<file path="config.mk">
export PLATFORM = sky130hd
export DESIGN_NAME = hazard_scoreboard
export DESIGN_NICKNAME = d
export VERILOG_FILES = /design/src/rtl/hazard_scoreboard_pkg.sv /design/src/rtl/hazard_scoreboard_match.sv /design/src/rtl/hazard_scoreboard.sv
export SDC_FILE = /design/constraint.sdc
export NUM_CORES = 1
export LEC_CHECK = 0
export ABC_AREA = 0
export BUFFER_PORTS_ARGS = -buffer_cell sky130_fd_sc_hd__buf_2
export CELL_PAD_IN_SITES_DETAIL_PLACEMENT = 0
export CELL_PAD_IN_SITES_GLOBAL_PLACEMENT = 1
export CORE_UTILIZATION = 36
export CTS_CLUSTER_SIZE = 14
export DETAILED_ROUTE_END_ITERATION = 8
export PLACE_DENSITY_LB_ADDON = 0.1
export SYNTH_ARGS = -nofsm -noshare
export SYNTH_HDL_FRONTEND = slang
export SYNTH_SLANG_ARGS = --single-unit
</file>
<file path="constraint.sdc">
create_clock -name clk -period 1.52 [get_ports clk]
set_input_delay 0.152 -clock clk [delete_from_list [all_inputs] [get_ports clk]]
set_output_delay 0.152 -clock clk [all_outputs]
set_load 0.02 [all_outputs]
</file>
<file path="src/rtl/hazard_scoreboard_pkg.sv">
// Shared definitions for the hazard scoreboard: forwarding encodings,
// the in-flight write slot record and the forward-priority helper.
package hazard_scoreboard_pkg;

  localparam int REG_AW = 5;
  localparam int FWD_W  = 2;

  // EX operand mux encodings
  localparam logic [FWD_W-1:0] FWD_RF    = 2'b00;
  localparam logic [FWD_W-1:0] FWD_EXMEM = 2'b01;
  localparam logic [FWD_W-1:0] FWD_MEMWB = 2'b10;

  // One in-flight register write: valid, destination, and whether the
  // value only exists after the MEM stage
  typedef struct packed {
    logic              v;
    logic [REG_AW-1:0] addr;
    logic              ld;
  } slot_t;

  localparam slot_t SLOT_EMPTY = '{v: 1'b0, addr: '0, ld: 1'b0};

  // Youngest producer wins; a WB-slot producer is served by the register
  // file because it writes in the first half of the cycle.
  function automatic logic [FWD_W-1:0] fwd_select(input logic hit_ex,
                                                  input logic hit_mem,
                                                  input logic hit_wb);
    logic [FWD_W-1:0] sel;
    sel = FWD_RF;
    if (hit_ex)
      sel = FWD_EXMEM;
    else if (hit_mem)
      sel = FWD_MEMWB;
    else if (hit_wb)
      sel = FWD_RF;
    return sel;
  endfunction

endpackage

</file>
<file path="src/rtl/hazard_scoreboard_match.sv">
// Compares one source register against the EX, MEM and WB write slots.
// Register 0 is hard-wired, so it never produces a hit.
module hazard_match
  import hazard_scoreboard_pkg::*;
(
  input  logic [REG_AW-1:0] src,
  input  slot_t             ex_slot,
  input  slot_t             mem_slot,
  input  slot_t             wb_slot,
  output logic              hit_ex,
  output logic              hit_mem,
  output logic              hit_wb,
  output logic              load_hit_ex
);

  logic src_nonzero;

  // Per-slot address match, gated by slot valid and a nonzero source
  always_comb begin
    src_nonzero = (src != '0);
    hit_ex      = src_nonzero && ex_slot.v  && (ex_slot.addr  == src);
    hit_mem     = src_nonzero && mem_slot.v && (mem_slot.addr == src);
    hit_wb      = src_nonzero && wb_slot.v  && (wb_slot.addr  == src);
    load_hit_ex = hit_ex && ex_slot.ld;
  end

endmodule

</file>
<file path="src/rtl/hazard_scoreboard.sv">
// Hazard scoreboard: shadows in-flight register writes in EX/MEM/WB,
// raises the load-use interlock and produces registered forwarding selects
// for the EX operand muxes and the MEM store-data mux.
// Optional feature: define HAZARD_PERF_CNT_EN to add saturating stall and
// forward-issue performance counters.
module hazard_scoreboard
  import hazard_scoreboard_pkg::*;
#(
  parameter int REG_AW = hazard_scoreboard_pkg::REG_AW,
  parameter int FWD_W  = hazard_scoreboard_pkg::FWD_W
) (
  input  logic              clk,
  input  logic              rst,
  input  logic              id_valid,
  output logic              id_ready,
  input  logic [REG_AW-1:0] id_rs,
  input  logic [REG_AW-1:0] id_rt,
  input  logic              id_rd_rs_ex,
  input  logic              id_rd_rt_ex,
  input  logic              id_rd_rt_mem,
  input  logic              id_wr_en,
  input  logic [REG_AW-1:0] id_wr_addr,
  input  logic              id_is_load,
  input  logic              flush_ex,
  output logic              stall,
  output logic [FWD_W-1:0]  ex_fwd_rs,
  output logic [FWD_W-1:0]  ex_fwd_rt,
  output logic              mem_fwd_st
`ifdef HAZARD_PERF_CNT_EN
  ,
  output logic [31:0]       perf_stall_cnt,
  output logic [31:0]       perf_fwd_cnt
`endif
);

  slot_t ex_slot;
  slot_t mem_slot;
  slot_t wb_slot;
  slot_t id_entry;

  logic rs_hit_ex, rs_hit_mem, rs_hit_wb, rs_load_hit_ex;
  logic rt_hit_ex, rt_hit_mem, rt_hit_wb, rt_load_hit_ex;

  logic             issue;
  logic             load_use;
  logic [FWD_W-1:0] sel_rs_next;
  logic [FWD_W-1:0] sel_rt_next;
  logic             st_flag_next;
  logic             ex_st_flag;

  hazard_match u_match_rs (
    .src         (id_rs),
    .ex_slot     (ex_slot),
    .mem_slot    (mem_slot),
    .wb_slot     (wb_slot),
    .hit_ex      (rs_hit_ex),
    .hit_mem     (rs_hit_mem),
    .hit_wb      (rs_hit_wb),
    .load_hit_ex (rs_load_hit_ex)
  );

  hazard_match u_match_rt (
    .src         (id_rt),
    .ex_slot     (ex_slot),
    .mem_slot    (mem_slot),
    .wb_slot     (wb_slot),
    .hit_ex      (rt_hit_ex),
    .hit_mem     (rt_hit_mem),
    .hit_wb      (rt_hit_wb),
    .load_hit_ex (rt_load_hit_ex)
  );

  // Interlock, issue decision and next-cycle forwarding selects for the ID
  // instruction; store-data reads are served later in MEM so never stall
  always_comb begin
    load_use = (id_rd_rs_ex && rs_load_hit_ex) || (id_rd_rt_ex && rt_load_hit_ex);
    stall    = id_valid && !flush_ex && load_use;
    id_ready = !stall;
    issue    = id_valid && !stall && !flush_ex;

    sel_rs_next = FWD_RF;
    sel_rt_next = FWD_RF;
    if (id_rd_rs_ex)
      sel_rs_next = fwd_select(rs_hit_ex, rs_hit_mem, rs_hit_wb);
    if (id_rd_rt_ex)
      sel_rt_next = fwd_select(rt_hit_ex, rt_hit_mem, rt_hit_wb);

    st_flag_next = id_rd_rt_mem && rt_load_hit_ex;

    id_entry      = SLOT_EMPTY;
    id_entry.v    = id_wr_en;
    id_entry.addr = id_wr_addr;
    id_entry.ld   = id_is_load;
  end

  // Advance the write shadow and register the selects into EX (and the
  // store-data flag on into MEM); stalls, flushes and idle cycles insert bubbles
  always_ff @(posedge clk) begin
    if (rst) begin
      ex_slot    <= SLOT_EMPTY;
      mem_slot   <= SLOT_EMPTY;
      wb_slot    <= SLOT_EMPTY;
      ex_fwd_rs  <= FWD_RF;
      ex_fwd_rt  <= FWD_RF;
      ex_st_flag <= 1'b0;
      mem_fwd_st <= 1'b0;
    end else begin
      wb_slot    <= mem_slot;
      mem_slot   <= ex_slot;
      ex_slot    <= issue ? id_entry : SLOT_EMPTY;
      ex_fwd_rs  <= issue ? sel_rs_next : FWD_RF;
      ex_fwd_rt  <= issue ? sel_rt_next : FWD_RF;
      ex_st_flag <= issue && st_flag_next;
      mem_fwd_st <= ex_st_flag;
    end
  end

`ifdef HAZARD_PERF_CNT_EN
  logic fwd_issue;

  // An issue counts as forwarded when any of its selects leaves the regfile path
  always_comb begin
    fwd_issue = issue && ((sel_rs_next != FWD_RF) || (sel_rt_next != FWD_RF) || st_flag_next);
  end

  // Saturating event counters
  always_ff @(posedge clk) begin
    if (rst) begin
      perf_stall_cnt <= '0;
      perf_fwd_cnt   <= '0;
    end else begin
      if (stall && (perf_stall_cnt != '1))
        perf_stall_cnt <= perf_stall_cnt + 32'd1;
      if (fwd_issue && (perf_fwd_cnt != '1))
        perf_fwd_cnt <= perf_fwd_cnt + 32'd1;
    end
  end
`endif

endmodule

</file>
Word level (Yosys, flattened, before mapping)
Cells that the tools add are included.
{"block": "op_classes", "bitwise": 3, "mux": 4, "reduce_logical": 28, "n_eq_ne": 4}
{"cell": "5-bit == test", "n": 4}
{"cell": "1-bit logical AND", "n": 18}
{"cell": "5-bit nonzero test", "n": 2}
{"cell": "4-bit OR reduction", "n": 2}
{"cell": "3-bit OR reduction", "n": 2}
{"cell": "2-bit two-way mux", "n": 2}
{"cell": "1-bit inverter", "n": 3}
{"cell": "1-bit zero test", "n": 2}
{"cell": "1-bit two-way mux", "n": 2}
{"cell": "2-bit OR reduction", "n": 1}
{"cell": "1-bit logical OR", "n": 1}
{"block": "word_totals", "out_inout_bits": 7, "input_bits": 24, "regBits": 19, "wordCells": 50}

Depth between registers and ports, before layout
Gate-level depths: netlist (run 1).
{"block": "depth", "ltp_word": 12, "ltp_mapped": 4, "mapped_depth_nobuf": 4}

By module
From an unflattened synthesis (run 1), not the netlist that was laid out.
{"block": "hier_totals", "hier_cells": 125, "area_unflattened_um2": 1222.4}
{"module": "hazard_scoreboard", "instances": 1, "cells_each": 73, "area_each_um2": 824.5, "seq_area_each_um2": 540.5}
{"module": "hazard_match", "instances": 2, "cells_each": 26, "area_each_um2": 198.9, "seq_area_each_um2": 0.0}

Worst setup path before layout (run 1)
No wires, ideal clock.
{"block": "synth_timing", "kind": "in2out", "from": "input id_rt[0]", "to": "output id_ready", "n_path_buf": 0, "arrival_ns": 1.458, "cell_stages": 4, "required_time_ns": 1.368, "path_slack_ns": -0.090, "path_cell_list": "or4_4 o21ai_4 nor4_4 o21ai_0"}
{"block": "synth_via", "elab_chain_cells": 8, "elab_cells_between_ends": 9, "classes_between": "eq/ne (1); reduce/logical (8)"}
{"element": "start: declaration", "line_no": "hazard_scoreboard.sv:17", "text": "input logic [REG_AW-1:0] id_rt,"}
{"element": "5-bit nonzero test", "line_no": "hazard_scoreboard_match.sv:20", "text": "src_nonzero = (src != '0);"}
{"element": "1-bit logical AND", "line_no": "hazard_scoreboard_match.sv:21", "text": "hit_ex = src_nonzero && ex_slot.v && (ex_slot.addr == src);"}
{"element": "1-bit logical AND (*)", "line_no": "hazard_scoreboard_match.sv:21"}
{"element": "1-bit logical AND (*)", "line_no": "hazard_scoreboard_match.sv:24", "text": "load_hit_ex = hit_ex && ex_slot.ld;"}
{"element": "1-bit logical AND (*)", "line_no": "hazard_scoreboard.sv:76", "text": "load_use = (id_rd_rs_ex && rs_load_hit_ex) || (id_rd_rt_ex && rt_load_hit_ex);"}
{"element": "1-bit logical OR (*)", "line_no": "hazard_scoreboard.sv:76"}
{"element": "1-bit logical AND (*)", "line_no": "hazard_scoreboard.sv:77", "text": "stall = id_valid && !flush_ex && load_use;"}
{"element": "1-bit zero test (*)", "line_no": "hazard_scoreboard.sv:78", "text": "id_ready = !stall;"}
{"element": "end: declaration", "line_no": "hazard_scoreboard.sv:15", "text": "output logic id_ready,"}
Every way passes the cells marked *; elsewhere a longest branch is shown, timed or not.

Worst setup path after layout (run 1)
{"block": "layout_timing", "from": "register, netlist name ex_slot[4]", "to": "output stall"}
{"block": "layout_via", "elab_chain_cells": 6, "elab_cells_between_ends": 10, "classes_between": "eq/ne (2); reduce/logical (8)"}
{"element": "5-bit == test", "line_no": "hazard_scoreboard_match.sv:21"}
{"element": "1-bit logical AND", "line_no": "hazard_scoreboard_match.sv:21"}
{"element": "1-bit logical AND", "line_no": "hazard_scoreboard_match.sv:24"}
{"element": "1-bit logical AND", "line_no": "hazard_scoreboard.sv:76"}
{"element": "1-bit logical OR (*)", "line_no": "hazard_scoreboard.sv:76"}
{"element": "1-bit logical AND (*)", "line_no": "hazard_scoreboard.sv:77"}
{"element": "end: declaration", "line_no": "hazard_scoreboard.sv:25", "text": "output logic stall,"}
Marked as above.

==> results.cfg, run 1 <==
[placement]
hpwl_um = 1860
postPlaceCellArea_sq_um = 1300
place_congestion = 0.783
dp.cells = 171
io_buffer_count = 30

[final_layout]
nNetsFinal = 175
fin_cells = 180
finalInstanceArea_sq_um = 1530
drive_above_1_share_pct = 64.0
ff_latch_area_sq_um = 392
fin_util_pct = 62.1
syn2layout_area_growth_pct = 63.2
multi_input_area_sq_um = 686
fillers = 221
antenna_cells = 0

[timing]
period_needed_ps = 1730
setup_viol = 12
rsz0062_at_grt = yes
post-route-period-util_pct = 114
slew_violations = 0
layout_setup_ws_ps = -209
hold_violations = 0
relSlewSlack_pct = 80.7
tightest_slew_ps = 286
fmax_mhz = 578
worst_hold_slack_ps = 81.7
skew_ps = 7.09

[critical_path]
endpoint_kind = output pin
critPathKind = reg -> out
start_kind = register
worst_path_max_delay_cell = dfxtp_4
cp_data_arrival_time_ps = 1580
crit_path_cell_trace = xnor2_4, nand3_2, nor4_4, o21a_2, buf_6
required_ps = 1370
crit_fanout = 3
critPathMaxStageDelay_ps = 390

[power]
power.density_nw_per_um2 = 638
total_power_w = 0.000973
power_leakage_nw = 0.633
irDropWorstVdd_mv = 0.426

[global_route]
grt_overflow = 0
grt_pass1_vias = 880
antenna_found_initial = 0
grt_pass1_wl_um = 3820
grtUsageTotal_pct = 19.7
grt_max_degree = 11

[min_path]
hp-class = in -> reg

[cts]
cts_root_buf = clkbuf_4
cts_tree = built
clk_latency_ps = 300
h-tree-depth = 1
cts_made_buffers = 3
clkTransAtPathRegs_ps = 120
hold_buffers = 0
clockBufferDepth = 2
cts_num_sinks = 19

[yosys]
postSynthCellCount = 88
avgSynthCellArea_sq_um = 10.6
ys_seq_elements = 19
seq_area_frac_synth_pct = 40.7
yosysWarnings = 0
synth_cell_type_count = 26
synth_area_sq_um = 935
synth_nets = 112

[die]
die_x_um = 53.0
initial_core_util_pct = 38.1
fp.dieArea_sq_um = 2800
io_pins = 31
core_sq_um = 2450
row_count = 18
dieHeight_um = 53.0

[drt]
vias = 881
post_drt_wl_per_cell_um = 14.3
viasPerCell = 4.89
ant_nets = 0
firstDrtPassIters = 4
totalWireLength_um = 2570
drc = 0
drt_first_iter_violations = 6

[outcome]
failed_checks = negative setup slack
status = complete, but fails checks

[run]
max_cap_violations = 0
[metrics by stage]
stage                     worst slack [ps]  TNS [ps]
final                                 -209     -1270
after global routing                  -282     -1920
after detailed placement             -78.0      -314
after global placement               -68.2      -176
after floorplan                       25.2         0
after CTS                             -249      -523
[sequential cells by signal, indices dropped and copies added, names as in the netlist]
register and cells:
ex_st_flag 1, ex_fwd_rs 2, ex_slot 7, mem_fwd_st 1
mem_slot 6, ex_fwd_rt 2
[layout by cell type, fill, tap and decap left out, types with 2 or more instances in the layout]
cell type,instances
nor4_1,2
buf_2,28
nor3b_2,6
nor2b_1,8
buf_6,4
nor4_2,2
o21ai_4,2
dfxtp_1,14
nor2_1,3
nand3_2,2
buf_4,26
clkbuf_4,3
nor4_4,2
dfxtp_4,2
xor2_1,7
dfxtp_2,3
xnor2_2,5
xnor2_1,7
nand4_1,2
or4_4,2
nand2_1,3
[logic make-up after synthesis]
family,count (synthesis),synth area share [%]
and+or+nand+nor,42,31.6
AOI/OAI and AO/OA,6,8.57
buffers and inverters,1,0.401
DFF,19,40.7
xor gates and xnor gates,20,18.7
[repair_timing]
action / in CTS / in global routing
resized for setup: 20 / 15
setup buffers: 3 / 2
endpoints found under the setup margin: 4 / 12
pin swaps: 11 / 11
[final timing paths]
check        startpoint           end  slack [ps]  cells past startpoint
max          ex_slot[4]         stall        -210                      5
min          id_is_load    ex_slot[0]          80                      2
max reg2reg  ex_slot[4]    ex_st_flag        -120                      6
min reg2reg  ex_slot[0]  ex_fwd_rs[0]         440                      1
[critical path: cells and delay by family (launching register included)]
family / cells / cell delay [ps]
simple gates: 2 / 430
flops: 1 / 390
compound gates: 1 / 200
xor+xnor: 1 / 160
buf+inv: 1 / 110
[layout make-up]
cell class,instances,share of cell area [%]
flip-flops and latches,19,25.7
clock buffers,4,1.72
inverters,1,0.246
multi-input cells,68,45.0
well taps,30,2.46
repair buffers,58,24.9
[Yosys cell counts (all sizes together)]
master  count  share of area (%)
and3        1               0.67
and4        1               0.94
nor3b       7                5.6
nand2       4                1.6
or3         1               0.67
a211oi      1               0.80
and2b       1               0.80
nand4       2                1.3
inv         1               0.40
xnor2      13                 12
dfxtp      19                 41
nor4b       1               0.94
nor2b       8                5.4
o21ai       3                4.0
nor4        6                7.0
xor2        7                6.6
nor2        3                1.2
or3b        1               0.94
nor3        1               0.53
o41ai       1                2.9
or4         2                2.4
nand3       3                1.6
o21a        1               0.80
[power breakdown]
| part | leakage, nW | internal (W) | total, W | switching [W] |
|---|---|---|---|---|
| registers | 0.157 | 0.000503 | 0.000512 | 0.00000873 |
| clock network | 0.0150 | 0.000102 | 0.000268 | 0.000165 |
| logic | 0.461 | 0.000108 | 0.000193 | 0.0000857 |
| total | 0.633 | 0.000713 | 0.000973 | 0.000260 |
[layer usage]
| layer | track usage (%) | vias to the layer above | wire, um |
|---|---|---|---|
| met1 | 24.8 | 422 | 1120 |
| met3 | 2.87 | 6 | 58 |
| met5 | 0 | - | 0 |
| li1 | - | 435 | - |
| met4 | 8.33 | 0 | 33 |
| met2 | 32.9 | 18 | 1360 |
No activity file was read; power rests on OpenSTA's default activity.
==> run 2, diff against run 1 <==
--- a/config.mk
+++ b/config.mk
@@ -9,10 +9,11 @@
 export BUFFER_PORTS_ARGS = -buffer_cell sky130_fd_sc_hd__buf_2
 export CELL_PAD_IN_SITES_DETAIL_PLACEMENT = 0
 export CELL_PAD_IN_SITES_GLOBAL_PLACEMENT = 1
-export CORE_UTILIZATION = 36
+export CORE_UTILIZATION = 35
 export CTS_CLUSTER_SIZE = 14
 export DETAILED_ROUTE_END_ITERATION = 8
 export PLACE_DENSITY_LB_ADDON = 0.1
+export SKIP_LAST_GASP = 1
 export SYNTH_ARGS = -nofsm -noshare
 export SYNTH_HDL_FRONTEND = slang
 export SYNTH_SLANG_ARGS = --single-unit
==> results.cfg, run 2 (same netlist as run 1, synthesis figures left out) <==
[cts]
cts_num_sinks = 19
hold_buffers = 0
h-tree-depth = 1
clkTransAtPathRegs_ps = 100
clk_latency_ps = 310
cts_tree = built
cts_made_buffers = 3
cts_root_buf = clkbuf_4
clockBufferDepth = 2

[final_layout]
largest_reg_flops = 7
drive_above_1_share_pct = 60.1
final_common_cell = buf_2
nNetsFinal = 173
final_cell_mix = 28 x buf_2, 21 x buf_4, 14 x dfxtp_1
top_register = ex_slot
syn2layout_area_growth_pct = 64.5
antenna_cells = 0
reg_top3 = ex_slot (7), mem_slot (6)
fillers = 220

[timing]
tightest_slew_ps = 318
relSlewSlack_pct = 78.6
rsz0062_at_grt = yes
layout_setup_ws_ps = -216
tns_ps = -402
hold_violations = 0
fmax_mhz = 576
period_needed_ps = 1740
slew_violations = 0
worst_hold_slack_ps = 94.3
skew_ps = 8.89
post-route-period-util_pct = 114
setup_viol = 2

[global_route]
grt_pass1_vias = 843
antenna_found_initial = 0
grtUsageTotal_pct = 19.8
grt_max_degree = 12
grt_pass1_wl_um = 3870
grt_overflow = 0

[die]
io_pins = 31
dieHeight_um = 53.7
row_count = 18
core_sq_um = 2500
initial_core_util_pct = 37.4
die_x_um = 53.7
fp.dieArea_sq_um = 2880

[critical_path]
endpoint_kind = output pin
crit_path_cell_trace = buf_6, xnor2_4, nand3_4, nor4_4, o21ai_1, buf_4
worst_path_max_delay_cell = dfxtp_4
critPathMaxStageDelay_ps = 380
critPathKind = reg -> out
start_kind = register
required_ps = 1370
cp_data_arrival_time_ps = 1580
crit_fanout = 3

[drt]
ant_nets = 0
viasPerCell = 4.83
post_drt_wl_per_cell_um = 13.9
drc = 0
totalWireLength_um = 2480
firstDrtPassIters = 4
vias = 860
drt_first_iter_violations = 9

[power]
total_power_w = 0.000977
irDropWorstVdd_mv = 0.507
power.density_nw_per_um2 = 635
power_leakage_nw = 0.627

[outcome]
status = complete, but fails checks
failed_checks = negative setup slack

[placement]
io_buffer_count = 30
hpwl_um = 1910
place_congestion = 0.763

[min_path]
hp-class = in -> reg

[run]
max_cap_violations = 0
==> run 2: what timing repair did <==
action	4_1_cts	5_1_grt
gates resized for setup	17	20
buffers inserted	2	3
pin swaps	9	9
endpoints found under the hold margin	0	0
endpoints found under the setup margin	12	13
==> run 2: path summary, 6_finish.rpt <==
path              slack, ps          start  depth (start not counted)      endpoint
hold reg to reg         450     ex_slot[0]                          1  ex_fwd_rs[0]
hold / removal           90  id_wr_addr[3]                          2    ex_slot[4]
setup reg to reg         30     ex_slot[1]                          5    ex_st_flag
setup / recovery       -220     ex_slot[1]                          6      id_ready
==> run 2: stage by stage <==
step	instances	area, sq um	util, %	setup WS [ps]
floorplan	88	936	-	25.2
global placement	170	1290	51.6	-148
detailed placement	170	1290	51.6	-151
CTS	176	1410	56.3	-258
global route	178	1540	61.5	-286
finish	178	1540	61.5	-216
==> run 2: worst max-delay path, delay by kind of cell, from the launching register on <==
family          cells  cell delay [ps]
flops               1              380
simple gates        2              330
buf+inv             2              300
xor+xnor            1              140
compound gates      1              140
==> run 2: power breakdown <==
part	internal (W)	total (W)	switching, W
Clock	0.0000982	0.000261	0.000162
Combinational	0.000116	0.000205	0.0000894
Sequential	0.000502	0.000511	0.00000935
Total	0.000716	0.000977	0.000261
==> run 2: cell type report <==
class | instances | area (sq um) | share of cell area, %
clock inverters | 1 | 5.00 | 0.325
clock buffers | 3 | 22.5 | 1.46
flip-flops and latches | 19 | 394 | 25.6
well taps | 30 | 37.5 | 2.44
repair buffers | 56 | 377 | 24.5
multi-input cells | 68 | 698 | 45.4
inverters | 1 | 3.75 | 0.244
==> run 2: metal layers <==
layer  global-route usage, %  vias up  wire length, um
met5                       0        -                0
met4                    7.89        0               83
met3                    5.08        6               80
met2                    32.7       27             1210
met1                    24.1      392             1110
li1                        -      435                -
